$ cat config.mk
export PLATFORM = sky130hd
export DESIGN_NAME = johnson_phase_decoder
export DESIGN_NICKNAME = d
export VERILOG_FILES = /design/src/rtl/johnson_phase_decoder.sv
export SDC_FILE = /design/constraint.sdc
export NUM_CORES = 1
export LEC_CHECK = 0
export ABC_AREA = 1
export CAP_MARGIN = 20
export CORE_UTILIZATION = 35
export CTS_BUF_LIST = sky130_fd_sc_hd__clkbuf_16
export DETAILED_ROUTE_END_ITERATION = 10
export GPL_ROUTABILITY_DRIVEN = 1
export GPL_TIMING_DRIVEN = 0
export PLACE_DENSITY = 0.67
export SKIP_CTS_REPAIR_TIMING = 1
export SYNTH_ARGS = -nofsm -noshare
export SYNTH_HDL_FRONTEND = slang
export SYNTH_SLANG_ARGS = --single-unit
$ cat constraint.sdc
create_clock -name clk -period 2 [get_ports clk]
set_clock_uncertainty 0.15 [all_clocks]
set_input_delay 0.5 -clock clk [delete_from_list [all_inputs] [get_ports clk]]
set_output_delay 0.5 -clock clk [all_outputs]
set_load 0.1 [all_outputs]
$ cat src/rtl/johnson_phase_decoder.sv
// Decodes a 4-bit Johnson counter bus into a phase index and a one-hot enable.
// It also tracks sequence health, lock state and completed revolutions.
module johnson_phase_decoder #(
    parameter int REV_W    = 16,
    parameter int LOCK_CNT = 8
) (
    input  logic             clk,
    input  logic             reset,
    input  logic [3:0]       cnt,
    input  logic             err_clr,
    output logic [2:0]       phase,
    output logic [7:0]       phase_onehot,
    output logic             phase_valid,
    output logic             rev_pulse,
    output logic [REV_W-1:0] rev_cnt,
    output logic             illegal_err,
    output logic             seq_err,
    output logic             locked
);

    localparam int ACQ_W = $clog2(LOCK_CNT + 1);

    typedef enum logic [1:0] {
        S_UNLOCK = 2'd0,
        S_ACQ    = 2'd1,
        S_LOCK   = 2'd2
    } lock_state_t;

    logic [3:0]       r_cnt_q;
    logic             r_cnt_vld;
    logic [2:0]       r_phase;
    logic             r_prev_ok;
    logic [7:0]       r_onehot;
    logic             r_phase_valid;
    logic             r_rev_pulse;
    logic [REV_W-1:0] r_rev_cnt;
    logic             r_illegal_err;
    logic             r_seq_err;
    lock_state_t      r_state;
    lock_state_t      w_state_nxt;
    logic [ACQ_W-1:0] r_acq;
    logic [ACQ_W-1:0] w_acq_nxt;

    logic             w_legal;
    logic [2:0]       w_phase;
    logic [2:0]       w_phase_inc;
    logic             w_good;
    logic             w_bad;
    logic             w_hold;
    logic             w_adv;
    logic             w_skip;
    logic             w_wrap;

    // Stage 1: capture the raw code. r_cnt_vld keeps the reset value of
    // r_cnt_q (0000, a legal code) from being decoded as a real sample.
    always_ff @(posedge clk or posedge reset) begin
        if (reset) begin
            r_cnt_q   <= 4'b0000;
            r_cnt_vld <= 1'b0;
        end else begin
            r_cnt_q   <= cnt;
            r_cnt_vld <= 1'b1;
        end
    end

    always_comb begin
        w_legal = 1'b1;
        w_phase = 3'd0;
        case (r_cnt_q)
            4'b0000: w_phase = 3'd0;
            4'b0001: w_phase = 3'd1;
            4'b0011: w_phase = 3'd2;
            4'b0111: w_phase = 3'd3;
            4'b1111: w_phase = 3'd4;
            4'b1110: w_phase = 3'd5;
            4'b1100: w_phase = 3'd6;
            4'b1000: w_phase = 3'd7;
            default: w_legal = 1'b0;
        endcase
    end

    // r_phase doubles as the previous-sample phase; it only moves on legal codes.
    assign w_phase_inc = r_phase + 3'd1;
    assign w_good      = r_cnt_vld & w_legal;
    assign w_bad       = r_cnt_vld & ~w_legal;
    assign w_hold      = w_good & r_prev_ok & (w_phase == r_phase);
    assign w_adv       = w_good & r_prev_ok & (w_phase == w_phase_inc);
    assign w_skip      = w_good & r_prev_ok & ~w_hold & ~w_adv;
    assign w_wrap      = w_adv & (r_phase == 3'd7);

    // Stage 2: registered decode, revolution count and sticky flags.
    always_ff @(posedge clk or posedge reset) begin
        if (reset) begin
            r_phase       <= 3'd0;
            r_prev_ok     <= 1'b0;
            r_onehot      <= 8'd0;
            r_phase_valid <= 1'b0;
            r_rev_pulse   <= 1'b0;
            r_rev_cnt     <= '0;
            r_illegal_err <= 1'b0;
            r_seq_err     <= 1'b0;
        end else begin
            if (w_good) begin
                r_phase       <= w_phase;
                r_prev_ok     <= 1'b1;
                r_onehot      <= 8'd1 << w_phase;
                r_phase_valid <= 1'b1;
            end else if (w_bad) begin
                r_prev_ok     <= 1'b0;
                r_onehot      <= 8'd0;
                r_phase_valid <= 1'b0;
            end
            r_rev_pulse <= w_wrap;
            if (w_wrap) begin
                r_rev_cnt <= r_rev_cnt + REV_W'(1);
            end
            // A fresh error outranks a simultaneous clear.
            r_illegal_err <= w_bad  | (r_illegal_err & ~err_clr);
            r_seq_err     <= w_skip | (r_seq_err & ~err_clr);
        end
    end

    always_ff @(posedge clk or posedge reset) begin
        if (reset) begin
            r_state <= S_UNLOCK;
            r_acq   <= '0;
        end else begin
            r_state <= w_state_nxt;
            r_acq   <= w_acq_nxt;
        end
    end

    always_comb begin
        w_state_nxt = r_state;
        w_acq_nxt   = r_acq;
        case (r_state)
            S_UNLOCK: begin
                if (w_good) begin
                    w_state_nxt = S_ACQ;
                    w_acq_nxt   = '0;
                end
            end
            S_ACQ: begin
                if (w_bad || w_skip) begin
                    w_state_nxt = S_UNLOCK;
                end else if (w_adv) begin
                    w_acq_nxt = r_acq + ACQ_W'(1);
                    if (r_acq == ACQ_W'(LOCK_CNT - 1)) begin
                        w_state_nxt = S_LOCK;
                    end
                end
            end
            S_LOCK: begin
                if (w_bad || w_skip) begin
                    w_state_nxt = S_UNLOCK;
                end
            end
            default: w_state_nxt = S_UNLOCK;
        endcase
    end

    always_comb begin
        locked = (r_state == S_LOCK);
    end

    assign phase        = r_phase;
    assign phase_onehot = r_onehot;
    assign phase_valid  = r_phase_valid;
    assign rev_pulse    = r_rev_pulse;
    assign rev_cnt      = r_rev_cnt;
    assign illegal_err  = r_illegal_err;
    assign seq_err      = r_seq_err;

endmodule

==> results summary <==
The run finished, with violations left. The checks that failed: negative setup slack. Of the total power, the share spent switching nets is 34.93%. The clock transition time at the flip-flop clock pins of the worst setup and hold paths came out at about 0.06 ns. The final layout contains between 300 and 400 nets.

The number of global-route vias before repair is approximately 1900. The period utilization came out at 103.8%. The first routing iteration left 106 violations. The top cell type by total area after synthesis is sky130_fd_sc_hd__dfrtp_1.

The post-detailed-routing wire length is just under 5000 µm. STA puts the critical path data arrival time at between 2 and 2.5 ns. The core region is ~0.006 mm². TritonCTS built the clock tree. The power density over cell area came out at ~850 mW/mm². The type of destination of the critical path is a register.

The total number of vias is roughly 1900. The cell count after placement came out at ~380. Cell internal power was estimated by the tool at 1.610 mW. The net count of the mapped netlist is approximately 280. The worst setup path is launched from a register. The number of synthesized register bits is 42. The analysis attributes to net switching a power of roughly 0.86 mW. The total of warnings raised by yosys came out at 0.

In this run the worst path has a maximum fanout of 5. The clock share of power came out at between 30% and 40%. The total count of hold-check failures in the final report is 0. The die width is just over 80 µm. The transition time of the tightest slew-check pin is between 0.8 and 0.9 ns. The share of layout cells above drive strength 1 came out at a little under a third. The type of the worst setup path is register to register. The wire length per cell after detailed routing is around 12 µm.

The post-route non-filler standard cell count is about 400. The half-perimeter wire length after detailed placement came out at 3462 µm. The placement-stage worst setup slack came out at -0.3519 ns. At the end of routability-driven placement, the weighted congestion stood at 0.8788. The final cell utilization of the core is a little under 50%. The largest net degree at the start of global routing came out at between 40 and 50. The time the worst path needs with I/O delays and setup is roughly 2.1 ns. The number of buffers between clock root and the deepest sink came out at 2.

Compared with the post-synthesis result, the final layout area differs by 31.17%. The number of antenna diodes in the final layout is 0. The vias per cell is 4.830.

The post-synthesis area per instance came out at about 8.3 µm². The initial utilization of the core area, before any placement, comes to 37.04%. The die outline height is between 80 and 90 µm. Clock tree synthesis selected as its root buffer the cell sky130_fd_sc_hd__clkbuf_16. Clock tree synthesis found a total of 42 sinks. The final antenna-violating net count is 0. The number of pins exceeding their max-slew limit in the final report was 0. The insertion delay to the later sink of the worst-skew pair is roughly 0.28 ns. The number of search-and-repair iterations in the first detailed-routing pass is 4. Sequential cells were found to cover about 47% of the synthesized design area. The headroom to the max-slew limit came out at 42.53%. CTS built an H-tree with a depth of 2. Setup violations remaining at the end of the flow were counted as 17.

The worst setup margin came out at -0.07663 ns. The number of antenna violations at the first check in global routing came to 0. The aggregate global routing overflow came out at 0. Summed over its instances, the top area cell type makes up between 40% and 50% of the synthesized netlist area. Setup repair after global routing could not meet its margin everywhere. The reported leakage power came out at between 1 and 1.5 nW.

The type of the worst min-delay path is register to register. The cell area that synthesis handed to floorplanning was roughly 0.0022 mm². The slack of the worst reg-to-reg path is -0.08 ns. The proportion of power drawn by combinational gates is between 20% and 30%. The peak clock frequency supported by timing is ~0.48 GHz. Across the VDD grid, the largest voltage drop is 0.3919 mV. The total die area is 0.006701 mm². Yosys attributes the largest share of cell area to sky130_fd_sc_hd__dfrtp_1 47%, sky130_fd_sc_hd__nand2_1 13%, sky130_fd_sc_hd__inv_1 5.9%. The portion of total power attributed to sequential cells came out at approximately two fifths. Global routing consumed, over all layers together, roughly 16% of the routing resources. The CTS buffer count came out at 5. The count of max-cap constraint violations is 0. Port buffering added 38 buffers. The I/O pin count came out at 39. The number of DRC violations after detailed routing came out at 0. The wire length of the first global-routing pass came out at 8342 µm.

The cell count after synthesis is 270. The worst path required time is between 2 and 2.5 ns. The floorplan row count came out at 28. The unique cell type count in the Yosys netlist is 28.
[cell usage in the layout, fill, tap and decap left out, types with 3 or more instances in the layout]
cell / synthesis / layout
sky130_fd_sc_hd__nand3_1: 25 / 20
sky130_fd_sc_hd__clkbuf_2: 0 / 31
sky130_fd_sc_hd__dfrtp_1: 42 / 26
sky130_fd_sc_hd__dfrtp_2: 0 / 14
sky130_fd_sc_hd__o31ai_1: 4 / 4
sky130_fd_sc_hd__nor3_1: 7 / 7
sky130_fd_sc_hd__xnor2_1: 4 / 4
sky130_fd_sc_hd__o21ai_1: 6 / 4
sky130_fd_sc_hd__xor2_1: 13 / 13
sky130_fd_sc_hd__o21ai_0: 12 / 10
sky130_fd_sc_hd__inv_2: 3 / 5
sky130_fd_sc_hd__nor2_1: 14 / 13
sky130_fd_sc_hd__clkbuf_16: 0 / 5
sky130_fd_sc_hd__nand2_1: 75 / 72
sky130_fd_sc_hd__buf_4: 0 / 8
sky130_fd_sc_hd__nand3_2: 3 / 6
sky130_fd_sc_hd__inv_1: 35 / 34
sky130_fd_sc_hd__nand2_2: 6 / 7
sky130_fd_sc_hd__o21ai_2: 0 / 4
sky130_fd_sc_hd__nor2_4: 3 / 3
sky130_fd_sc_hd__clkdlybuf4s50_1: 0 / 6
[metrics by stage]
stage	hold WS, ns	total power, mW	setup TNS [ns]	instance area [µm²]
3_5_place_dp	0.3224	1.645	-5.619	2781
5_1_grt	0.3571	2.613	-2.176	2928
6_report	0.3324	2.475	-0.4574	2928
3_3_place_gp	0.3153	1.631	-29.01	2781
2_1_floorplan	0.3177	1.502	-1.207	2307
4_1_cts	0.3378	2.431	-15.86	2924
[kinds of logic (layout without fill, tap and decap cells)]
kind of cell             Yosys count  count (layout)  synth area share (%)
adder cells (fa/ha/maj)            4               4                 2.242
XOR/XNOR                          17              17                 6.670
flip-flops                        42              42                 47.09
buffers and inverters             41              97                 7.399
AO/OA/AOI/OAI                     24              24                 6.110
AND/OR/NAND/NOR                  141             141                 30.33
other                              1               1                0.1680
[critical path, cell delays in order (launching register included)]
cell and delay (ns):
sky130_fd_sc_hd__dfrtp_4 0.51, sky130_fd_sc_hd__ha_4 0.18, sky130_fd_sc_hd__ha_4 0.20, sky130_fd_sc_hd__nand3b_1 0.16, sky130_fd_sc_hd__nand2_2 0.13, sky130_fd_sc_hd__buf_12 0.11, sky130_fd_sc_hd__nand4_4 0.13, sky130_fd_sc_hd__buf_6 0.17
sky130_fd_sc_hd__nor3_4 0.10, sky130_fd_sc_hd__xor2_1 0.15
[final cells by class]
cell class	count	area (µm²)
clock buffers	5	125.1
fillers	572	3098
multi-input cells	187	1130
well taps	75	93.84
plain buffers	2	20.02
repair buffers	48	314.1
clock inverters	3	17.52
flip-flops and latches	42	1076
inverters	39	151.4
[routing by layer]
metal | share of wire (%) | GRT usage (%) | vias to the layer above
li1 | - | - | 969
met1 | 47 | 21.98 | 927
met2 | 48 | 25.87 | 35
met3 | 3.6 | 3.444 | 6
met4 | 1.2 | 5.088 | 0
met5 | 0 | 0 | -
[power groups by stage]
stage | Combinational [mW] | Clock, mW | Sequential [mW]
final | 0.713 | 0.776 | 0.986
after global routing | 0.778 | 0.838 | 0.996
after CTS | 0.648 | 0.796 | 0.986
after detailed placement | 0.644 | 0 | 1.00
after global placement | 0.633 | 0 | 0.998
after floorplan | 0.327 | 0 | 1.17
[cell usage after synthesis]
master,count
sky130_fd_sc_hd__a21boi_2,1
sky130_fd_sc_hd__a21oi_1,1
sky130_fd_sc_hd__buf_2,1
sky130_fd_sc_hd__buf_6,1
sky130_fd_sc_hd__conb_1,1
sky130_fd_sc_hd__dfrtp_1,42
sky130_fd_sc_hd__ha_1,4
sky130_fd_sc_hd__inv_1,35
sky130_fd_sc_hd__inv_2,3
sky130_fd_sc_hd__inv_4,1
sky130_fd_sc_hd__nand2_1,75
sky130_fd_sc_hd__nand2_2,6
sky130_fd_sc_hd__nand3_1,25
sky130_fd_sc_hd__nand3_2,3
sky130_fd_sc_hd__nand3b_1,2
sky130_fd_sc_hd__nand4_1,2
sky130_fd_sc_hd__nand4_4,1
sky130_fd_sc_hd__nor2_1,14
sky130_fd_sc_hd__nor2_4,3
sky130_fd_sc_hd__nor3_1,7
sky130_fd_sc_hd__nor3_2,1
sky130_fd_sc_hd__nor3_4,1
sky130_fd_sc_hd__o21ai_0,12
sky130_fd_sc_hd__o21ai_1,6
sky130_fd_sc_hd__o31ai_1,4
sky130_fd_sc_hd__or2_1,1
sky130_fd_sc_hd__xnor2_1,4
sky130_fd_sc_hd__xor2_1,13
[state kept, by name (all words and copies together), names as in the netlist]
signal and count:
rev_cnt 16, phase_onehot 8, r_acq 4, r_cnt_q 4, phase 3, r_state 2, illegal_err 1, phase_valid 1
r_cnt_vld 1, rev_pulse 1, seq_err 1
[path summary, 6_finish.rpt]
check | startpoint | end | cells after the start
setup / recovery | phase[0] | rev_cnt[11] | 9
hold / removal | phase_onehot[5] | phase_onehot[5] | 2
setup reg to reg | phase[0] | rev_cnt[11] | 9
hold reg to reg | phase_onehot[5] | phase_onehot[5] | 2
max in group asynchronous | reset | phase[0] | 2
min in group asynchronous | reset | rev_cnt[4] | 2
Power figures use the tool's default switching activity.
